===== src/rtl/enc_8b10b.sv =====
`default_nettype none
// ============================================================================
// Module : enc_8b10b
// Brief  : Combinational 8b/10b encoder (5b/6b + 3b/4b, D.x.A7 alternate),
//          symbol bit 9 = 'a', bit 0 = 'j'.
// Rev    : 1.0 - initial release
// ============================================================================
module enc_8b10b (
    input  wire logic [7:0] i_data,
    input  wire logic       i_k,
    input  wire logic       i_rd,
    output logic      [9:0] o_sym,
    output logic            o_rd
);
    logic [4:0] w_x;
    logic [2:0] w_y;
    logic [5:0] w_c6;
    logic [3:0] w_c4;
    logic       w_unbal6;
    logic       w_flip6;
    logic       w_rd6;
    logic       w_alt7;
    logic       w_rd_dep4;
    logic       w_unbal4;
    logic [5:0] w_sym6;
    logic [3:0] w_sym4;

    assign w_x = i_data[4:0];
    assign w_y = i_data[7:5];

    // 6b codes as sent at RD-; unbalanced ones (and D.7) are inverted at RD+
    always_comb begin
        w_c6 = 6'b000000;
        case (w_x)
            5'd0:  w_c6 = 6'b100111;  5'd1:  w_c6 = 6'b011101;
            5'd2:  w_c6 = 6'b101101;  5'd3:  w_c6 = 6'b110001;
            5'd4:  w_c6 = 6'b110101;  5'd5:  w_c6 = 6'b101001;
            5'd6:  w_c6 = 6'b011001;  5'd7:  w_c6 = 6'b111000;
            5'd8:  w_c6 = 6'b111001;  5'd9:  w_c6 = 6'b100101;
            5'd10: w_c6 = 6'b010101;  5'd11: w_c6 = 6'b110100;
            5'd12: w_c6 = 6'b001101;  5'd13: w_c6 = 6'b101100;
            5'd14: w_c6 = 6'b011100;  5'd15: w_c6 = 6'b010111;
            5'd16: w_c6 = 6'b011011;  5'd17: w_c6 = 6'b100011;
            5'd18: w_c6 = 6'b010011;  5'd19: w_c6 = 6'b110010;
            5'd20: w_c6 = 6'b001011;  5'd21: w_c6 = 6'b101010;
            5'd22: w_c6 = 6'b011010;  5'd23: w_c6 = 6'b111010;
            5'd24: w_c6 = 6'b110011;  5'd25: w_c6 = 6'b100110;
            5'd26: w_c6 = 6'b010110;  5'd27: w_c6 = 6'b110110;
            5'd28: w_c6 = 6'b001110;  5'd29: w_c6 = 6'b101110;
            5'd30: w_c6 = 6'b011110;  default: w_c6 = 6'b101011;
        endcase
        if (i_k && (w_x == 5'd28)) begin
            w_c6 = 6'b001111;
        end
    end

    assign w_unbal6 = ($countones(w_c6) != 3);
    assign w_flip6  = w_unbal6 || (w_x == 5'd7);
    assign w_rd6    = i_rd ^ w_unbal6;
    assign w_sym6   = (i_rd && w_flip6) ? ~w_c6 : w_c6;

    // Alternate x.7 avoids a run of five equal bits across the 6b/4b seam
    assign w_alt7 = i_k ||
                    (!w_rd6 && ((w_x == 5'd17) || (w_x == 5'd18) || (w_x == 5'd20))) ||
                    ( w_rd6 && ((w_x == 5'd11) || (w_x == 5'd13) || (w_x == 5'd14)));

    always_comb begin
        w_c4 = 4'b0000;
        case (w_y)
            3'd0:    w_c4 = 4'b1011;
            3'd1:    w_c4 = 4'b1001;
            3'd2:    w_c4 = 4'b0101;
            3'd3:    w_c4 = 4'b1100;
            3'd4:    w_c4 = 4'b1101;
            3'd5:    w_c4 = 4'b1010;
            3'd6:    w_c4 = 4'b0110;
            default: w_c4 = w_alt7 ? 4'b0111 : 4'b1110;
        endcase
    end

    assign w_rd_dep4 = (w_y == 3'd0) || (w_y == 3'd3) || (w_y == 3'd4) || (w_y == 3'd7);
    assign w_unbal4  = (w_y == 3'd0) || (w_y == 3'd4) || (w_y == 3'd7);

    // Balanced K.x.y codes are inverted when the 6b part left RD negative
    assign w_sym4 = w_rd_dep4 ? (w_rd6 ? ~w_c4 : w_c4)
                              : ((i_k && !w_rd6) ? ~w_c4 : w_c4);

    assign o_sym = {w_sym6, w_sym4};
    assign o_rd  = w_rd6 ^ w_unbal4;

endmodule
`default_nettype wire


===== config.mk =====
export PLATFORM = sky130hd
export DESIGN_NAME = enc_8b10b
export DESIGN_NICKNAME = d
export VERILOG_FILES = /design/src/rtl/enc_8b10b.sv
export SDC_FILE = /design/constraint.sdc
export NUM_CORES = 1
export LEC_CHECK = 0
export BUFFER_PORTS_ARGS = -buffer_cell sky130_fd_sc_hd__buf_4
export CORE_AREA = 4 4 48 50
export DETAILED_ROUTE_END_ITERATION = 8
export DIE_AREA = 0 0 52 54
export PLACE_DENSITY = 0.68
export REMOVE_ABC_BUFFERS = 1
export SETUP_SLACK_MARGIN = 0.5
export SYNTH_ARGS = -nofsm -noshare
export SYNTH_HDL_FRONTEND = slang
export SYNTH_SLANG_ARGS = --single-unit

===== constraint.sdc =====
create_clock -name vclk -period 6.7
set_input_delay 1.005 -clock vclk [all_inputs]
set_output_delay 1.005 -clock vclk [all_outputs]
set_load 0.05 [all_outputs]

* After elaboration in Yosys (flattened, before gate mapping) *
Memory sizes are Yosys's and may differ from the RTL's.
Index checks and enable logic that the tools add are counted.

operators by class
  bitwise logic cells = 4
  reductions and logical operators = 19
  eq/ne operators = 16
  add/sub/neg operators = 5
  muxes and demuxes = 7

operators with widths
  kind                                                   count
  one-hot mux 4 bit (7 select lines)                     1
  equality test 5 bit, second input constant             4
  2-to-1 mux 4 bit                                       4
  equality test 5 x 4 -> 1 bit, second input constant    3
  equality test 3 bit, second input constant             4
  logical OR 1 bit                                       12
  2-to-1 mux 6 bit                                       2
  adder 1 x 1 -> 2 bit                                   3
  equality test 3 x 2 -> 1 bit, second input constant    2
  inverter 6 bit                                         1
  equality test 5 x 3 -> 1 bit, second input constant    1
  logical AND 1 bit                                      5
  adder 3 x 2 -> 4 bit                                   1
  inequality test 4 x 2 -> 1 bit, second input constant  1
  inverter 4 bit                                         1
  adder 2 x 2 -> 3 bit                                   1
  equality test 3 x 1 -> 1 bit, second input constant    1
  zero test 3 bit                                        1
  XOR 1 bit                                              2
  zero test 1 bit                                        1

storage, ports and cells
  memory bits (read-only) = 192
  memories = 1
  register bits after elaboration = 0
  logic and storage cells = 52

memory list
  name             depth  bits a word  rd ports  clocked after Yosys merged registers in  write ports  line  text
  (no name shown)  32     6            1         0                                        0            34    case (w_x)

* Depth between registers and ports, before layout *
  depth in word-level cells = 17
  gate-level depth with buffers = 18
  depth with buffers taken out = 17

* Least setup slack after synthesis *
No wires, ideal clock.

  path kind = in2out
  start point = input i_data[1]
  end point = output o_sym[0]
  cell stages on the path = 15
  required time = 5695 ps
  setup slack = -182 ps
  arrival time = 5877 ps
  path through = inv_1 ha_1 nand2_1 a21o_1 a221oi_2 fa_1 inv_1 fa_1 ha_1 inv_1 fa_1 nand3b_1 xor2_1 o41ai_2 o311ai_0

between the ends
  longest elaborated chain between the ends = 17
  elaborated cells between the ends (all ways) = 33
  classes of those cells = add/sub: 5; eq/ne: 8; mux: 6; bitwise: 2; reduce/logical: 11; memory: 1

ends and longest elaborated chain
  element                                                       line  text
  from (decl)                                                   9     input wire logic [7:0] i_data,
  branches (longest 16 deep; another with memory (32 x 6 bit))  n/a
  2-to-1 mux 4 bit (*)                                          85    assign w_sym4 = w_rd_dep4 ? (w_rd6 ? ~w_c4 : w_c4)
  to (decl)                                                     12    output logic [9:0] o_sym,

Mark *: on every way between the ends.

* Worst setup path in the final report *
  start point = input i_data[0]
  end point = output o_sym[3]

Same word-level chain as after synthesis.

==> key figures <==
Timing
  • Final setup fails: 0
  • Worst-margin pin slew: around 460 ps
  • Final Hold Fails: 0
  • Minimum clock period: just over 6000 ps
  • Max-slew headroom: 0.688
  • Total negative setup slack: 0 ps
  • RSZ-0062 raised after global routing: false
  • Tcrit/Tclk final: 0.909
  • FMAX: roughly 0.16 GHz
  • Max-slew violations: 0

Power
  • Sw Pwr: 0.000180 W
  • Power share of the clock group: 0
  • Switching share of power: 0.643
  • Power consumption: ~0.00028 W
  • Int Power: between 0.0001 and 0.00015 W
  • Seq pwr share: 0
  • Leak: between 0.4 and 0.5 nW
  • Max VDD drop: approximately 0.13 mV
  • Combinational Power Share: 1.000
  • Cell Pwr Density: 250 nW/µm²

Finish
  • Sequential cell area: 0 µm²
  • Seq Cell Count: 0
  • Diode count: 0
  • Clkbuf count: 0
  • Final Cell Area: between 1000 and 1500 µm²
  • Fin nets: 161
  • Area growth syn-to-layout: 35.1%
  • Fin util: 0.590
  • Layout cells sized above 1: 0.365

Floorplan
  • Row cnt: 16
  • Chip Width: 52 µm
  • Die height: 54 µm
  • Die ar.: 2810 µm²
  • Number of placed I/O pins: 21
  • Starting density of the core: 0.437
  • Core outline area: about 1900 µm²

Placed design
  • Post-DP Area: approximately 960 µm²
  • GPL Wtd Cong: between 0.7 and 0.8
  • I/O Buffers: 21
  • Final HPWL from detailed placement: approximately 1500 µm

Route
  • DR pass1 iterations: 4
  • Post-route DRC: 0
  • Initial DRC count: 21
  • ANT nets after route: 0
  • Post-DR wirelength/cell: approximately 13 µm
  • Routed wire length: between 2000 and 2500 µm
  • Post-DR vias/cell: roughly 5.4
  • Via count: 883

Job
  • # Max-Cap Violations: 0

GRT
  • GRT overflow: 0
  • Largest net degree at the start of global routing: 21
  • Global Route Usage Sum: 0.140
  • First-pass GRT wire length: ~3200 µm
  • Vias in the first global route: 711
  • Initial antenna violation count: 0

Critical path
  • CP Data Required Time: ~5700 ps
  • Data arrival, critical path: a little over 5000 ps
  • Worst setup SP type: input pin
  • Worst Path Max Fanout: 6
  • Crit end category: output pin
  • Setup CP Type: in2out

Yosys
  • Syn_area_per_cell: roughly 7.3 µm²
  • Mapped Area: approximately 830 µm²
  • Post-synth cell types: 44
  • Post-Syn Instances: between 100 and 150
  • Ys Warns: 0
  • Register area share after synthesis: 0

Status
  • Status: finished clean

Min path
  • Worst Hold Class: in2out

Clock network
  • # hold bufs at CTS: 0
cell usage in the layout (no fill, tap or decap), drive strengths merged, types with 3 or more instances in the layout:
cell type,n
buf,33
nand2,10
nor2,10
ha,9
o21ai,9
a21oi,8
inv,7
xor2,6
xnor2,5
a211oi,4
a31oi,3
nor3,3
fa,3
cells in the mapped netlist (2+ instances only):
cell / count / area, µm²
buf_2: 2 / 10.0
nor3b_1: 2 / 15.0
a31oi_1: 3 / 18.8
nor2b_1: 2 / 12.5
nand2_1: 9 / 33.8
or3_1: 2 / 12.5
inv_1: 8 / 30.0
xor2_1: 6 / 52.6
o21ai_0: 8 / 40.0
xnor2_1: 5 / 43.8
nor3_1: 3 / 15.0
a21oi_1: 8 / 40.0
a211oi_1: 3 / 22.5
ha_1: 9 / 113
fa_1: 3 / 60.1
o211ai_1: 2 / 15.0
clkbuf_1: 4 / 15.0
nor2_1: 9 / 33.8
final cells by class:
type               count  area (µm²)
inverters              9        41.3
fillers              186         779
multi-input cells     95         787
well taps             27        33.8
repair buffers        33         260
worst paths after layout:
check | slack [ps] | from | depth (start not counted) | endpoint
worst min-delay path | 2400 | i_data[7] | 3 | o_sym[1]
worst max-delay path | 610 | i_data[0] | 19 | o_sym[3]
stage by stage:
step / hold slack [ps] / cells / setup WS [ps]
floorplan: 2280 / 104 / -607
global placement: 2400 / 153 / 564
CTS: 2400 / 153 / 532
global route: 2410 / 164 / 392
finish: 2400 / 164 / 612
detailed placement: 2400 / 153 / 477
critical path, cell delays in order:
cell and delay, ps:
buf_6 110, clkinvlp_4 130, ha_4 290, nand2_1 70, a211oi_2 300, a221oi_4 80, fa_1 560, inv_1 60
fa_1 540, ha_1 140, inv_1 50, fa_1 410, nand3b_1 230, xor2_2 220, buf_6 140, o41ai_2 50
o211ai_1 160, a221oi_2 350, buf_6 210
power groups by stage:
stage                     combinational (W)  clock (W)  sequential, W
after global placement             0.000246          0              0
after CTS                          0.000251          0              0
after detailed placement           0.000251          0              0
after global routing               0.000299          0              0
after floorplan                    0.000177          0              0
final                              0.000281          0              0
per-layer routing:
metal	global-route usage	part of all wire
met5	0	0
met4	0	0.0082
met3	0.00277	0.030
met2	0.251	0.51
met1	0.197	0.46
cells by family (layout without fill, tap and decap cells):
kind of cell / Yosys count / count (layout) / share of synthesized area
buffers and inverters: 19 / 42 / 0.125
AOI/OAI and AO/OA: 39 / 39 / 0.337
muxes: 1 / 1 / 0.0120
and+or+nand+nor: 32 / 32 / 0.202
xor gates and xnor gates: 11 / 11 / 0.116
adders and majority gates: 12 / 12 / 0.208
timing repair:
action | in CTS | in global routing
gates resized for setup | 1 | 18
cloned | 0 | 1
hold endpoints to repair | 0 | 0
setup endpoints to repair | 2 | 3
pin swaps | 0 | 9
setup buffers | 0 | 10
Power figures use the tool's default switching activity.
